$ cat config.mk
export PLATFORM = sky130hd
export DESIGN_NAME = ac_motor_ramp_ctrl_flat
export DESIGN_NICKNAME = d
export VERILOG_FILES = /design/src/rtl/ac_motor_ramp_ctrl_if.sv /design/src/rtl/ac_motor_ramp_ctrl.sv /design/src/flat_wrapper.sv
export SDC_FILE = /design/constraint.sdc
export NUM_CORES = 1
export LEC_CHECK = 0
export CORE_AREA = 3 3 110 112
export CTS_CLUSTER_DIAMETER = 50
export DETAILED_ROUTE_END_ITERATION = 8
export DIE_AREA = 0 0 113 115
export PLACE_DENSITY = 0.73
export SLEW_MARGIN = 40
export SYNTH_ARGS = -nofsm -noshare
export SYNTH_HDL_FRONTEND = slang
export SYNTH_SLANG_ARGS = --single-unit
$ cat constraint.sdc
create_clock -name CLK -period 3 [get_ports CLK]
set_input_delay 0.6 -clock CLK [delete_from_list [all_inputs] [get_ports CLK]]
set_output_delay 0.6 -clock CLK [all_outputs]
set_load 0.02 [all_outputs]
$ cat src/rtl/ac_motor_ramp_ctrl_if.sv
// Command handshake bundle between a command source (master) and ac_motor_ramp_ctrl (slave).
interface ac_motor_ramp_ctrl_if;
  localparam int unsigned DW = 12;

  logic          CMD_VALID;
  logic          CMD_READY;
  logic          CMD_STOP;
  logic          CMD_DIR;
  logic [DW-1:0] CMD_AMPLITUDE;
  logic [DW-1:0] CMD_FREQUENCY;

  modport master (
    output CMD_VALID, CMD_STOP, CMD_DIR, CMD_AMPLITUDE, CMD_FREQUENCY,
    input  CMD_READY
  );

  modport slave (
    input  CMD_VALID, CMD_STOP, CMD_DIR, CMD_AMPLITUDE, CMD_FREQUENCY,
    output CMD_READY
  );
endinterface

$ cat src/rtl/ac_motor_ramp_ctrl.sv
// AC motor PWM configuration sequencer: ramped start/stop and dead-time direction reversal.
// Optional over-current trip is built when AC_MOTOR_RAMP_OC_TRIP_EN is defined.
module ac_motor_ramp_ctrl #(
  parameter int unsigned RAMP_DIV    = 1000,
  parameter int unsigned AMP_STEP    = 16,
  parameter int unsigned FREQ_START  = 4095,
  parameter int unsigned DEAD_CYCLES = 500
) (
  input  logic                       CLK,
  input  logic                       RESET,
  ac_motor_ramp_ctrl_if.slave        cmd,
  output logic                       ENABLE,
  output logic                       CW,
  output logic                       CCW,
  output logic [11:0]                AMPLITUDE,
  output logic [11:0]                FREQUENCY,
  output logic                       BUSY,
  output logic [2:0]                 STATE
`ifdef AC_MOTOR_RAMP_OC_TRIP_EN
  ,
  input  logic [11:0]                ADC,
  input  logic [11:0]                ADC_LIMIT,
  input  logic                       FAULT_CLEAR,
  output logic                       FAULT
`endif
);

  localparam int unsigned DW      = 12;
  localparam int unsigned PRESC_W = (RAMP_DIV > 1) ? $clog2(RAMP_DIV) : 1;
  localparam int unsigned DEAD_W  = (DEAD_CYCLES > 1) ? $clog2(DEAD_CYCLES) : 1;
  localparam logic [DW-1:0] FS    = DW'(FREQ_START);

  typedef enum logic [2:0] {
    S_IDLE      = 3'd0,
    S_SLEW      = 3'd1,
    S_RUN       = 3'd2,
    S_RAMP_DOWN = 3'd3,
    S_DEAD      = 3'd4
  } state_t;

  state_t              r_state, w_state_nxt;
  logic                r_en, w_en_nxt;
  logic                r_cw, w_cw_nxt;
  logic                r_ccw, w_ccw_nxt;
  logic [DW-1:0]       r_amp, w_amp_nxt;
  logic [DW-1:0]       r_freq, w_freq_nxt;
  logic                r_ready, w_ready_nxt;
  logic                r_busy, w_busy_nxt;
  logic [DEAD_W-1:0]   r_dead, w_dead_nxt;
  logic                r_pend, w_pend_nxt;
  logic [DW-1:0]       r_tgt_amp, w_tgt_amp_nxt;
  logic [DW-1:0]       r_tgt_freq, w_tgt_freq_nxt;
  logic                r_tgt_dir, w_tgt_dir_nxt;
  logic [PRESC_W-1:0]  r_presc;
  logic                w_tick;
  logic                w_accept;
  logic                w_cmd_stop;
`ifdef AC_MOTOR_RAMP_OC_TRIP_EN
  logic                r_fault, w_fault_nxt;
  logic                r_adc_hi;
  logic                w_adc_hi;
  logic                w_trip;
`endif

  // Amplitude moves by AMP_STEP, snapping to the target once within one step.
  function automatic logic [DW-1:0] f_amp_toward(input logic [DW-1:0] cur, input logic [DW-1:0] tgt);
    logic [DW-1:0] diff;
    diff = (cur > tgt) ? (cur - tgt) : (tgt - cur);
    if (32'(diff) <= AMP_STEP) return tgt;
    else if (cur > tgt)        return cur - DW'(AMP_STEP);
    else                       return cur + DW'(AMP_STEP);
  endfunction

  function automatic logic [DW-1:0] f_freq_toward(input logic [DW-1:0] cur, input logic [DW-1:0] tgt);
    if (cur < tgt)      return cur + DW'(1);
    else if (cur > tgt) return cur - DW'(1);
    else                return cur;
  endfunction

  assign w_tick     = (r_presc == PRESC_W'(RAMP_DIV - 1));
  assign w_accept   = cmd.CMD_VALID && r_ready;
  assign w_cmd_stop = cmd.CMD_STOP || (cmd.CMD_AMPLITUDE == '0);

`ifdef AC_MOTOR_RAMP_OC_TRIP_EN
  assign w_adc_hi = (ADC > ADC_LIMIT);
  assign w_trip   = w_adc_hi && r_adc_hi && (r_state != S_IDLE);
`endif

  // Next-state and next-output logic.
  always_comb begin
    w_state_nxt    = r_state;
    w_en_nxt       = r_en;
    w_cw_nxt       = r_cw;
    w_ccw_nxt      = r_ccw;
    w_amp_nxt      = r_amp;
    w_freq_nxt     = r_freq;
    w_dead_nxt     = r_dead;
    w_pend_nxt     = r_pend;
    w_tgt_amp_nxt  = r_tgt_amp;
    w_tgt_freq_nxt = r_tgt_freq;
    w_tgt_dir_nxt  = r_tgt_dir;
`ifdef AC_MOTOR_RAMP_OC_TRIP_EN
    w_fault_nxt    = r_fault;
`endif

    unique case (r_state)
      S_IDLE: begin
        if (w_accept && !w_cmd_stop) begin
          w_tgt_amp_nxt  = cmd.CMD_AMPLITUDE;
          w_tgt_freq_nxt = cmd.CMD_FREQUENCY;
          w_tgt_dir_nxt  = cmd.CMD_DIR;
          w_en_nxt       = 1'b1;
          w_cw_nxt       = cmd.CMD_DIR;
          w_ccw_nxt      = !cmd.CMD_DIR;
          w_amp_nxt      = '0;
          w_freq_nxt     = FS;
          w_state_nxt    = S_SLEW;
        end
      end
      S_SLEW: begin
        if ((r_amp == r_tgt_amp) && (r_freq == r_tgt_freq)) begin
          w_state_nxt = S_RUN;
        end else if (w_tick) begin
          w_amp_nxt  = f_amp_toward(r_amp, r_tgt_amp);
          w_freq_nxt = f_freq_toward(r_freq, r_tgt_freq);
        end
      end
      S_RUN: begin
        if (w_accept) begin
          if (w_cmd_stop) begin
            w_pend_nxt  = 1'b1;
            w_state_nxt = S_RAMP_DOWN;
          end else begin
            w_tgt_amp_nxt  = cmd.CMD_AMPLITUDE;
            w_tgt_freq_nxt = cmd.CMD_FREQUENCY;
            w_tgt_dir_nxt  = cmd.CMD_DIR;
            w_pend_nxt     = 1'b0;
            w_state_nxt    = (cmd.CMD_DIR != r_tgt_dir) ? S_RAMP_DOWN : S_SLEW;
          end
        end
      end
      S_RAMP_DOWN: begin
        if ((r_amp == '0) && (r_freq == FS)) begin
          w_cw_nxt    = 1'b0;
          w_ccw_nxt   = 1'b0;
          w_dead_nxt  = DEAD_W'(DEAD_CYCLES - 1);
          w_state_nxt = S_DEAD;
        end else if (w_tick) begin
          w_amp_nxt  = f_amp_toward(r_amp, '0);
          w_freq_nxt = f_freq_toward(r_freq, FS);
        end
      end
      S_DEAD: begin
        // Bridge stays enabled but both directions are off for the whole dead time.
        if (r_dead == '0) begin
          if (r_pend) begin
            w_en_nxt    = 1'b0;
            w_state_nxt = S_IDLE;
          end else begin
            w_cw_nxt    = r_tgt_dir;
            w_ccw_nxt   = !r_tgt_dir;
            w_state_nxt = S_SLEW;
          end
        end else begin
          w_dead_nxt = r_dead - DEAD_W'(1);
        end
      end
      default: w_state_nxt = S_IDLE;
    endcase

`ifdef AC_MOTOR_RAMP_OC_TRIP_EN
    if (w_trip) begin
      w_state_nxt = S_IDLE;
      w_en_nxt    = 1'b0;
      w_cw_nxt    = 1'b0;
      w_ccw_nxt   = 1'b0;
      w_amp_nxt   = '0;
      w_freq_nxt  = FS;
      w_pend_nxt  = 1'b0;
      w_fault_nxt = 1'b1;
    end else if (FAULT_CLEAR) begin
      w_fault_nxt = 1'b0;
    end
    w_ready_nxt = ((w_state_nxt == S_IDLE) || (w_state_nxt == S_RUN)) && !w_fault_nxt;
`else
    w_ready_nxt = (w_state_nxt == S_IDLE) || (w_state_nxt == S_RUN);
`endif
    w_busy_nxt = (w_state_nxt == S_SLEW) || (w_state_nxt == S_RAMP_DOWN) || (w_state_nxt == S_DEAD);
  end

  // State and registered outputs.
  always_ff @(posedge CLK) begin
    if (RESET) begin
      r_state    <= S_IDLE;
      r_en       <= 1'b0;
      r_cw       <= 1'b0;
      r_ccw      <= 1'b0;
      r_amp      <= '0;
      r_freq     <= FS;
      r_ready    <= 1'b1;
      r_busy     <= 1'b0;
      r_dead     <= '0;
      r_pend     <= 1'b0;
      r_tgt_amp  <= '0;
      r_tgt_freq <= FS;
      r_tgt_dir  <= 1'b0;
      r_presc    <= '0;
`ifdef AC_MOTOR_RAMP_OC_TRIP_EN
      r_fault    <= 1'b0;
      r_adc_hi   <= 1'b0;
`endif
    end else begin
      r_state    <= w_state_nxt;
      r_en       <= w_en_nxt;
      r_cw       <= w_cw_nxt;
      r_ccw      <= w_ccw_nxt;
      r_amp      <= w_amp_nxt;
      r_freq     <= w_freq_nxt;
      r_ready    <= w_ready_nxt;
      r_busy     <= w_busy_nxt;
      r_dead     <= w_dead_nxt;
      r_pend     <= w_pend_nxt;
      r_tgt_amp  <= w_tgt_amp_nxt;
      r_tgt_freq <= w_tgt_freq_nxt;
      r_tgt_dir  <= w_tgt_dir_nxt;
      r_presc    <= w_tick ? '0 : (r_presc + PRESC_W'(1));
`ifdef AC_MOTOR_RAMP_OC_TRIP_EN
      r_fault    <= w_fault_nxt;
      r_adc_hi   <= w_adc_hi;
`endif
    end
  end

  assign cmd.CMD_READY = r_ready;
  assign ENABLE        = r_en;
  assign CW            = r_cw;
  assign CCW           = r_ccw;
  assign AMPLITUDE     = r_amp;
  assign FREQUENCY     = r_freq;
  assign BUSY          = r_busy;
  assign STATE         = r_state;
`ifdef AC_MOTOR_RAMP_OC_TRIP_EN
  assign FAULT         = r_fault;
`endif

endmodule

$ cat src/flat_wrapper.sv
// flat-port wrapper written by rule: the top's interface ports become plain ports
module ac_motor_ramp_ctrl_flat 
#(
  parameter int unsigned RAMP_DIV    = 1000,
  parameter int unsigned AMP_STEP    = 16,
  parameter int unsigned FREQ_START  = 4095,
  parameter int unsigned DEAD_CYCLES = 500
)
  (CLK, RESET, ENABLE, CW, CCW, AMPLITUDE, FREQUENCY, BUSY, STATE, cmd_CMD_VALID, cmd_CMD_STOP, cmd_CMD_DIR, cmd_CMD_AMPLITUDE, cmd_CMD_FREQUENCY, cmd_CMD_READY);
  ac_motor_ramp_ctrl_if cmd_i ();
  input  logic CLK;
  input  logic RESET;
  output logic ENABLE;
  output logic CW;
  output logic CCW;
  output logic [11:0] AMPLITUDE;
  output logic [11:0] FREQUENCY;
  output logic BUSY;
  output logic [2:0] STATE;
  input wire logic [$bits(cmd_i.CMD_VALID)-1:0] cmd_CMD_VALID;
  input wire logic [$bits(cmd_i.CMD_STOP)-1:0] cmd_CMD_STOP;
  input wire logic [$bits(cmd_i.CMD_DIR)-1:0] cmd_CMD_DIR;
  input wire logic [$bits(cmd_i.CMD_AMPLITUDE)-1:0] cmd_CMD_AMPLITUDE;
  input wire logic [$bits(cmd_i.CMD_FREQUENCY)-1:0] cmd_CMD_FREQUENCY;
  output wire logic [$bits(cmd_i.CMD_READY)-1:0] cmd_CMD_READY;
  assign cmd_i.CMD_VALID = cmd_CMD_VALID;
  assign cmd_i.CMD_STOP = cmd_CMD_STOP;
  assign cmd_i.CMD_DIR = cmd_CMD_DIR;
  assign cmd_i.CMD_AMPLITUDE = cmd_CMD_AMPLITUDE;
  assign cmd_i.CMD_FREQUENCY = cmd_CMD_FREQUENCY;
  assign cmd_CMD_READY = cmd_i.CMD_READY;
  ac_motor_ramp_ctrl #(.RAMP_DIV(RAMP_DIV), .AMP_STEP(AMP_STEP), .FREQ_START(FREQ_START), .DEAD_CYCLES(DEAD_CYCLES)) u_core (.CLK(CLK), .RESET(RESET), .cmd(cmd_i), .ENABLE(ENABLE), .CW(CW), .CCW(CCW), .AMPLITUDE(AMPLITUDE), .FREQUENCY(FREQUENCY), .BUSY(BUSY), .STATE(STATE));
endmodule
==> results of run 1 <==
[layout make-up]
cell class	instances	area (sq um)
clock buffer	10	229
clock inverter	5	37.5
fill	965	3900
inverter	57	215
multi-input combinational	576	4010
sequential	77	1550
tap	143	179
timing repair buffer	138	1200
[flip-flops by register name, summed over array words and instances (netlist names)]
signal	flops
u_core.r_pend	1
u_core.FREQUENCY	12
u_core.CCW	1
u_core.r_tgt_amp	12
u_core.r_tgt_dir	1
u_core.cmd.CMD_READY	1
u_core.BUSY	1
u_core.r_presc	10
u_core.r_tgt_freq	12
u_core.CW	1
u_core.ENABLE	1
u_core.r_dead	9
u_core.STATE	3
u_core.AMPLITUDE	12
[synthesized netlist by cell type (10+ instances only)]
| cell | count | area, sq um |
|---|---|---|
| xor2_1 | 16 | 140 |
| nor2_1 | 51 | 191 |
| o21ai_0 | 44 | 220 |
| nand2_1 | 89 | 334 |
| mux2i_1 | 10 | 100 |
| clkbuf_1 | 25 | 93.8 |
| nor4_1 | 11 | 68.8 |
| o211ai_1 | 15 | 113 |
| dfxtp_1 | 77 | 1540 |
| nor3_1 | 21 | 105 |
| nand3_1 | 26 | 130 |
| or3_1 | 13 | 81.3 |
| inv_1 | 56 | 210 |
| ha_1 | 42 | 526 |
| nand4_1 | 13 | 81.3 |
| nand2b_1 | 10 | 62.6 |
| buf_2 | 13 | 65.1 |
| xnor2_1 | 17 | 149 |
| a21oi_1 | 54 | 270 |
[layout by cell type (no fill, tap or decap), types with 21 or more instances in the layout]
master and n:
inv_1 55, nor2_1 50, buf_4 76, o21ai_0 35
a21oi_1 47, clkdlybuf4s50_1 60, nor3_1 21, nand2_1 88
ha_1 32, dfxtp_1 70, nand3_1 25
[worst max-delay path by stage]
stage,depth (start not counted),to
after floorplan,13,u_core.AMPLITUDE[6]$_SDFFE_PP0P_
after global placement,10,u_core.AMPLITUDE[11]$_SDFFE_PP0P_
after detailed placement,10,u_core.AMPLITUDE[11]$_SDFFE_PP0P_
after CTS,13,u_core.AMPLITUDE[8]$_SDFFE_PP0P_
after global routing,15,u_core.AMPLITUDE[11]$_SDFFE_PP0P_
final,12,u_core.AMPLITUDE[8]$_SDFFE_PP0P_
[routing by layer]
layer | share of wire, % | wire length [microns]
met1 | 43 | 7350
met2 | 50 | 8600
met5 | 0 | 0
met3 | 4.5 | 762
met4 | 2.3 | 392
[cells by family after synthesis]
family	count (synthesis)	share of synthesized area, %
AO/OA/AOI/OAI	209	25.3
XOR/XNOR	33	5.04
adder cells (fa/ha/maj)	42	9.16
buffers and inverters	99	7.02
flip-flops	77	26.9
multiplexers	11	1.94
AND/OR/NAND/NOR	281	24.7
[per-stage QoR]
step	util (%)	cell area (sq um)	setup slack [ns]	power (mW)
5_1_grt	65.5	7420	-0.0726	3.72
4_1_cts	63.3	7160	0.0218	3.44
3_5_place_dp	60.9	6900	-0.0199	2.44
2_1_floorplan	-	5760	0.0279	2.02
6_report	65.5	7420	0.0723	3.54
3_3_place_gp	60.9	6900	0.0471	2.42
[power breakdown]
group | switching [mW] | leakage, nW | internal (mW)
sequential | 0.0483 | 0.631 | 1.08
clock | 0.432 | 0.125 | 0.558
combinational | 0.770 | 2.25 | 0.655
[repair_timing]
item / CTS / global route
endpoints found under the hold margin: 0 / 0
setup endpoints to repair: 0 / 17
gates resized for setup: 0 / 47
hold buffers: 0 / 0
buffers inserted: 0 / 7
==> metrics.yaml, run 1 <==
placed_design:
  place_congestion: 0.930
  dpl.cell_count: 984
  portBuffers: 60
  dp_hpwl_microns: 12800
yosys:
  synth.cell_area_sq_um: 5740
  yosysWarnings: 0
  ys.flop_type: "dfxtp_1"
  netlist_instances: 752
  synth_edf_count: 0
  synth.distinct_cells: 78
  syn_nets: 823
  async_flop_share_pct: 0
  yosysSeqAreaShare_pct: 26.9
  avgSynthCellArea_sq_um: 7.63
  yosys_register_bits: 77
timing:
  finalSetupViolCount: 0
  fin_skew_ns: 0.00680
  finalSetupTns_ns: 0
  fin_crit_ns: 2.93
  hold_ws_ns: 0.465
  drv_slew: 0
  finalHoldViolations: 0
  fin_crit_sh_pct: 97.6
  fmax_mhz: 342
  relSlewSlack_pct: 51.0
  worstMarginPinSlew_ns: 0.734
grt:
  antenna_found_initial: 0
  grt_pass1_vias: 5855
  grt_max_degree: 43
  busiest_layer: "met2"
  met3_usage_pct: 2.47
  met2_usage_pct: 46.5
  grt_use_met1_pct: 33.0
  grt_pass1_wl_microns: 28200
  overflow: 0
  grt.total_usage_pct: 26.3
worst_hold_path:
  whs_path_depth: 1
  min_to: "u_core.r_presc[0]$_SDFF_PP0_"
  min_from: "u_core.r_presc[0]$_SDFF_PP0_"
  hold_path_class: "reg -> reg"
setup_path:
  crit_family: "simple AND/OR/NAND/NOR gates"
  worstPathArrival_ns: 3.15
  cp_slowest_cell: "nor4_4"
  crit_buf_inv: 2
  startpoint_type: "register"
  crit_fanout: 6
  crit_path_max_incr_delay_ns: 0.45
  cpMostUsedCell: "buf_4"
  crit_start: "u_core.r_tgt_amp[4]$_SDFFE_PP0P_"
  crit_type: "reg -> reg"
  r2r-start: "u_core.r_tgt_amp[4]$_SDFFE_PP0P_"
  r2r_setup_slack_ns: 0.07
  reg2reg_to: "u_core.AMPLITUDE[8]$_SDFFE_PP0P_"
  crit_chain: "ha_4 -> buf_4 -> nand4_1 -> nor4_4 -> nand3_1 -> a32oi_2 -> or4_4 -> nor2_1 -> buf_4 -> a21oi_2 -> o21ai_1 -> a211o_1"
  crit_path_end_kind: "register"
  reg2reg_depth: 12
  required_ns: 3.23
detailed_routing:
  drt_iter0_markers: 392
  via_count: 6017
  ant_nets: 0
  vias_per_cell: 5.98
  drt-total-wl_microns: 17100
  drt_first_pass_iters: 5
  drc: 0
  avgRoutedWirePerCell_microns: 17.0
floorplanning:
  std_cell_rows: 39
  coreArea_sq_um: 11300
  start_util_pct: 50.7
  die_w_microns: 113
  ioPinCount: 61
  dieArea_sq_um: 13000
  die_h_microns: 115
status:
  status: "finished, final reports clean"
clock_tree:
  root_buffer: "clkbuf_16"
  cts_made_buffers: 9
  cts_tree: "yes"
  cts.sinks: 77
  h-tree-depth: 3
  cts_buffer_depth: 2
  insertion_delay_ns: 0.34
  cts.clk_slew.worst_paths_ns: 0.06
layout:
  layout.nets: 930
  final_cells: 1006
  diodes: 0
  area_delta_synth_final_pct: 29.3
  drive_above_1_share_pct: 18.7
power_and_ir_drop:
  powerDensity_nw_per_um2: 478
  p_leak_nw: 3.00
  vdd_drop_max_v: 0.000365
run:
  cap_violations: 0
(Power assumes the default switching activity.)
==> inputs of run 2 (changes only) <==
--- a/config.mk
+++ b/config.mk
@@ -5,11 +5,11 @@
 export SDC_FILE = /design/constraint.sdc
 export NUM_CORES = 1
 export LEC_CHECK = 0
-export CORE_AREA = 3 3 110 112
+export CORE_AREA = 2 2 123 125
 export CTS_CLUSTER_DIAMETER = 50
 export DETAILED_ROUTE_END_ITERATION = 8
-export DIE_AREA = 0 0 113 115
-export PLACE_DENSITY = 0.73
+export DIE_AREA = 0 0 125 127
+export PLACE_DENSITY = 0.59
 export SLEW_MARGIN = 40
 export SYNTH_ARGS = -nofsm -noshare
 export SYNTH_HDL_FRONTEND = slang
==> run 2 against run 1 <==
  * Count of clock-buffer cells in the layout unchanged
  * Final cell count up 7.5%
  * Cell area up 4.6%
  * Die area up 22%
  * Worst setup slack worse by 0.019 ns
  * Register-to-register slack worse by 0.02 ns
  * Maximum frequency down 0.65%
  * Worst hold slack worse by 0.0059 ns
  * Sequential power about the same
  * Total power up 3.9%
  * Critical endpoint is now u_core.AMPLITUDE[2]$_SDFFE_PP0P_
  * Non-clock buffer count up 33
  * Critical path depth unchanged
  * Largest cell class unchanged
  * Highest routed layer unchanged
==> metrics.yaml, run 2 (synthesis gave the netlist of run 1 again) <==
layout:
  fillers: 1363  # was 965
  layout.nets: 963  # was 930
  fin_util_pct: 53.8  # was 65.5%
  layout_common_cells: "buf_4, nand2_1, dfxtp_1, clkdlybuf4s50_1, inv_1"  # was nand2_1, buf_4, dfxtp_1, clkdlybuf4s50_1, inv_1
  drive_above_1_share_pct: 21.5  # was 18.7%
  layout.cells.most_common: "buf_4"  # was nand2_1
  area_delta_synth_final_pct: 35.3  # was 29.3%
  diodes: 0  # unchanged
detailed_routing:
  drt-total-wl_microns: 18300  # was 17100 microns
  highest_layer: "met4"  # unchanged
  avgRoutedWirePerCell_microns: 16.9  # was 17.0 microns
  wl_met2_microns: 8780  # was 8600 microns
  via_count: 6118  # was 6017
  ant_nets: 0  # unchanged
  wl_met1_microns: 8460  # was 7350 microns
  drc: 0  # unchanged
  wl_met3_microns: 796  # was 762 microns
  drt_first_pass_iters: 5  # unchanged
  drt_iter0_markers: 417  # was 392
  vias_per_cell: 5.66  # was 5.98
setup_path:
  crit_type: "reg -> reg"  # unchanged
  startpoint_type: "register"  # unchanged
  crit_fanout: 5  # was 6
  crit_path_end_kind: "register"  # unchanged
  worstPathArrival_ns: 3.17  # was 3.15 ns
  required_ns: 3.23  # about the same
status:
  status: "finished, final reports clean"  # unchanged
timing:
  fin_crit_sh_pct: 98.2  # was 97.6%
  fmax_mhz: 339  # was 342 MHz
  fin_skew_ns: 0.00839  # was 0.00680 ns
  finalHoldViolations: 0  # unchanged
  drv_slew: 0  # unchanged
  finalSetupViolCount: 0  # unchanged
  worstMarginPinSlew_ns: 0.797  # was 0.734 ns
  fin_crit_ns: 2.95  # was 2.93 ns
  hold_ws_ns: 0.459  # was 0.465 ns
  relSlewSlack_pct: 46.8  # was 51.0%
clock_tree:
  cts.clk_slew.worst_paths_ns: 0.06  # about the same
  h-tree-depth: 3  # unchanged
  root_buffer: "clkbuf_16"  # unchanged
  cts_buffer_depth: 2  # unchanged
  cts_made_buffers: 9  # unchanged
  cts.sinks: 77  # unchanged
  insertion_delay_ns: 0.34  # about the same
  cts_tree: "yes"  # unchanged
  cts_hold_buf: 0  # unchanged
power_and_ir_drop:
  vdd_drop_max_v: 0.000230  # was 0.000365 V
  powerDensity_nw_per_um2: 474  # was 478 nW/um^2
  finalPower_mw: 3.68  # was 3.54 mW
  p_leak_nw: 3.17  # was 3.00 nW
floorplanning:
  coreArea_sq_um: 14400  # was 11300 sq um
  die_w_microns: 125  # was 113 microns
  die_h_microns: 127  # was 115 microns
  ioPinCount: 61  # unchanged
  std_cell_rows: 44  # was 39
  dieArea_sq_um: 15900  # was 13000 sq um
  start_util_pct: 39.8  # was 50.7%
placed_design:
  place_congestion: 0.974  # was 0.930
  portBuffers: 60  # unchanged
  dp_hpwl_microns: 13600  # was 12800 microns
grt:
  grt_pass1_vias: 5854  # was 5855
  grt_max_degree: 43  # unchanged
  antenna_found_initial: 0  # unchanged
  overflow: 0  # unchanged
  grt.total_usage_pct: 21.8  # was 26.3%
  grt_pass1_wl_microns: 28600  # was 28200 microns
worst_hold_path:
  hold_path_class: "reg -> reg"  # unchanged
run:
  cap_violations: 0  # unchanged
## run 2: worst paths after layout
check,from,end,slack (ns),cells past startpoint
max,u_core.AMPLITUDE[1]$_SDFFE_PP0P_,u_core.AMPLITUDE[2]$_SDFFE_PP0P_,0.05,12
min,u_core.r_presc[0]$_SDFF_PP0_,u_core.r_presc[0]$_SDFF_PP0_,0.46,1
max reg2reg,u_core.AMPLITUDE[1]$_SDFFE_PP0P_,u_core.AMPLITUDE[2]$_SDFFE_PP0P_,0.05,12
min reg2reg,u_core.r_presc[0]$_SDFF_PP0_,u_core.r_presc[0]$_SDFF_PP0_,0.46,1
## run 2: timing repair
item | CTS | global route
pin swaps | 1 | 10
resized for setup | 3 | 39
buffers inserted | 0 | 11
endpoints found under the setup margin | 9 | 13
## run 2: through the flow
stage / setup WS (ns) / cell area (sq um) / TNS [ns] / std cells
detailed placement: -0.306 / 7160 / -3.65 / 1054
global placement: -0.368 / 7150 / -5.89 / 1054
global route: -0.0299 / 7760 / -0.144 / 1081
CTS: 0.00270 / 7470 / 0 / 1070
floorplan: 0.0279 / 5760 / 0 / 752
finish: 0.0533 / 7760 / 0 / 1081
## run 2: final cells by class
class | instances | area, sq um | share of cell area (%)
tap | 184 | 230 | 2.97
timing repair buffer | 171 | 1430 | 18.5
inverter | 57 | 215 | 2.77
clock buffer | 10 | 229 | 2.95
sequential | 77 | 1550 | 20.0
clock inverter | 6 | 63.8 | 0.823
multi-input combinational | 576 | 4040 | 52.0
## run 2: worst max-delay path, cell delays in order, from the launching register on
cell,delay (ns)
dfxtp_1,0.33
inv_1,0.07
ha_4,0.26
nor2b_2,0.19
o21ba_2,0.21
o31a_1,0.31
or3_4,0.38
a21oi_2,0.18
nand4_1,0.20
nand2_4,0.10
buf_4,0.15
o21ai_1,0.16
a32o_1,0.31
## run 2: report_power, final
part | switching [mW] | total [mW] | internal (mW)
registers | 0.0416 | 1.12 | 1.08
clock network | 0.432 | 1.07 | 0.643
logic | 0.792 | 1.49 | 0.694
## run 2: layer usage
metal	up-vias	GRT usage [%]
met5	-	0
met4	0	6.99
met3	21	3.35
met2	188	36.1
met1	2914	29.2
li1	2995	-
==> inputs of run 3 (changes only) <==
--- a/config.mk
+++ b/config.mk
@@ -9,7 +9,7 @@
 export CTS_CLUSTER_DIAMETER = 50
 export DETAILED_ROUTE_END_ITERATION = 8
 export DIE_AREA = 0 0 125 127
-export PLACE_DENSITY = 0.59
+export PLACE_DENSITY = 0.57
 export SLEW_MARGIN = 40
 export SYNTH_ARGS = -nofsm -noshare
 export SYNTH_HDL_FRONTEND = slang
==> constraint.sdc (replaced) <==
create_clock -name CLK -period 3.3 [get_ports CLK]
set_input_delay 0.66 -clock CLK [delete_from_list [all_inputs] [get_ports CLK]]
set_output_delay 0.66 -clock CLK [all_outputs]
set_load 0.02 [all_outputs]
==> run 3 against run 2 <==
  * Combinational power shrank 18%
  * Flip-flop and latch count is the same
  * Register-to-register slack gained 0.12 ns
  * Non-clock buffer count shrank 46
  * Sequential power shrank 9%
  * Final cell count shrank 4.3%
  * Largest cell class unchanged
==> metrics.yaml, run 3 (synthesis gave the netlist of run 1 again) <==
status:
  status: "finished, final reports clean"  # unchanged
detailed_routing:
  drt_first_pass_iters: 4  # was 5
  ant_nets: 0  # unchanged
  wl_met2_microns: 8150  # was 8780 microns
  wl_met3_microns: 719  # was 796 microns
  vias_per_cell: 5.62  # was 5.66
  drt-total-wl_microns: 17800  # was 18300 microns
  via_count: 5812  # was 6118
  avgRoutedWirePerCell_microns: 17.2  # was 16.9 microns
  highest_layer: "met4"  # unchanged
  drc: 0  # unchanged
  drt_iter0_markers: 447  # was 417
  wl_met1_microns: 8680  # was 8460 microns
clock_tree:
  cts_made_buffers: 9  # unchanged
  h-tree-depth: 3  # unchanged
  cts_buffer_depth: 2  # unchanged
  cts.clk_slew.worst_paths_ns: 0.06  # about the same
  cts.sinks: 77  # unchanged
  cts_hold_buf: 0  # unchanged
  insertion_delay_ns: 0.35  # was 0.34 ns
  cts_tree: "yes"  # unchanged
  root_buffer: "clkbuf_16"  # unchanged
layout:
  layout.cells.most_common: "nand2_1"  # was buf_4
  area_delta_synth_final_pct: 25.9  # was 35.3%
  diodes: 0  # unchanged
  fin_util_pct: 50.1  # was 53.8%
  seqCellArea_sq_um: 1540  # was 1550 sq um
  multi_input_area_sq_um: 3850  # was 4040 sq um
  layout_common_cells: "nand2_1, dfxtp_1, buf_4, clkdlybuf4s50_1, inv_1"  # was buf_4, nand2_1, dfxtp_1, clkdlybuf4s50_1, inv_1
  final_cells: 1035  # was 1081
  fillers: 1461  # was 1363
  drive_above_1_share_pct: 14.3  # was 21.5%
  fin_area_sq_um: 7220  # was 7760 sq um
  layout.nets: 917  # was 963
grt:
  grt_max_degree: 43  # unchanged
  grt.total_usage_pct: 22.3  # was 21.8%
  overflow: 0  # unchanged
  grt_pass1_wl_microns: 29000  # was 28600 microns
  grt_pass1_vias: 5576  # was 5854
  antenna_found_initial: 0  # unchanged
placed_design:
  portBuffers: 60  # unchanged
  dp_slack_ns: -0.00728  # was -0.306 ns
  dpl_cell_area_sq_um: 6850  # was 7160 sq um
  dp_hpwl_microns: 13700  # was 13600 microns
  place_congestion: 0.865  # was 0.974
  dpl.cell_count: 1015  # was 1054
timing:
  worstMarginPinSlew_ns: 0.700  # was 0.797 ns
  relSlewSlack_pct: 53.3  # was 46.8%
  hold_ws_ns: 0.470  # was 0.459 ns
  finalSetupTns_ns: 0  # unchanged
  fmax_mhz: 320  # was 339 MHz
  layout_setup_ws_ns: 0.178  # was 0.0533 ns
  fin_skew_ns: 0.0125  # was 0.00839 ns
  finalHoldViolations: 0  # unchanged
  finalSetupViolCount: 0  # unchanged
  drv_slew: 0  # unchanged
  fin_crit_sh_pct: 94.6  # was 98.2%
  fin_crit_ns: 3.12  # was 2.95 ns
power_and_ir_drop:
  finalPower_mw: 3.24  # was 3.68 mW
  powerDensity_nw_per_um2: 449  # was 474 nW/um^2
  p_leak_nw: 2.93  # was 3.17 nW
  vdd_drop_max_v: 0.000359  # was 0.000230 V
setup_path:
  crit_path_max_incr_delay_ns: 0.40  # was 0.38 ns
  crit_buf_inv: 3  # was 2
  required_ns: 3.59  # was 3.23 ns
  worstPathArrival_ns: 3.42  # was 3.17 ns
  cpMostUsedCell: "buf_4"
  cp_slowest_cell: "dfxtp_1"  # was or3_4
  startpoint_type: "register"  # unchanged
  crit_fanout: 5  # unchanged
  crit_family: "compound AO/OA/AOI/OAI gates"  # unchanged
  crit_type: "reg -> reg"  # unchanged
  crit_path_end_kind: "register"  # unchanged
  crit_chain: "inv_1 -> ha_1 -> nand2b_1 -> nand2_1 -> o32a_1 -> o221a_2 -> a2111oi_2 -> buf_4 -> nand4_2 -> buf_4 -> a31o_2 -> a21oi_1 -> o221a_1"  # was inv_1 -> ha_4 -> nor2b_2 -> o21ba_2 -> o31a_1 -> or3_4 -> a21oi_2 -> nand4_1 -> nand2_4 -> buf_4 -> o21ai_1 -> a32o_1
floorplanning:
  die_w_microns: 125  # unchanged
  coreArea_sq_um: 14400  # unchanged
  ioPinCount: 61  # unchanged
  start_util_pct: 39.8  # unchanged
  die_h_microns: 127  # unchanged
  std_cell_rows: 44  # unchanged
  dieArea_sq_um: 15900  # unchanged
worst_hold_path:
  hold_path_class: "reg -> reg"  # unchanged
run:
  cap_violations: 0  # unchanged
==> run 3: final timing paths <==
| path | start | to | slack [ns] | depth (start not counted) |
|---|---|---|---|---|
| worst max-delay path | u_core.AMPLITUDE[1]$_SDFFE_PP0P_ | u_core.AMPLITUDE[5]$_SDFFE_PP0P_ | 0.18 | 13 |
| worst min-delay path | u_core.r_presc[0]$_SDFF_PP0_ | u_core.r_presc[0]$_SDFF_PP0_ | 0.47 | 1 |
| worst max register to register | u_core.AMPLITUDE[1]$_SDFFE_PP0P_ | u_core.AMPLITUDE[5]$_SDFFE_PP0P_ | 0.18 | 13 |
| worst min register to register | u_core.r_presc[0]$_SDFF_PP0_ | u_core.r_presc[0]$_SDFF_PP0_ | 0.47 | 1 |
==> run 3: where the power goes <==
part           leakage [nW]  internal [mW]  switching, mW
clock network         0.138          0.584          0.410
logic                  2.16          0.543          0.681
registers             0.628          0.980         0.0440
==> run 3: worst reg2reg max path, cell delays in order, from the launching register on <==
cell	delay (ns)
dfxtp_1	0.40
inv_1	0.06
ha_1	0.33
nand2b_1	0.19
nand2_1	0.10
o32a_1	0.29
o221a_2	0.26
a2111oi_2	0.40
buf_4	0.18
nand4_2	0.14
buf_4	0.19
a31o_2	0.22
a21oi_1	0.12
o221a_1	0.19
==> run 3: layout make-up <==
cell class	instances	area share, %
clock inverter	6	0.883
clock buffer	10	3.17
tap	184	3.19
multi-input combinational	576	53.3
sequential	77	21.4
inverter	57	2.98
timing repair buffer	125	15.1
==> run 3: per-layer routing <==
metal | global-route usage [%] | vias to the layer above
li1 | - | 2898
met1 | 31.2 | 2767
met2 | 36.0 | 131
met3 | 3.89 | 16
met4 | 5.23 | 0
met5 | 0 | -
==> run 3: repair_timing <==
action | 4_1_cts | 5_1_grt
setup endpoints to repair | 4 | 12
pin swaps | 0 | 3
buffers inserted | 0 | 3
gates resized for setup | 1 | 12
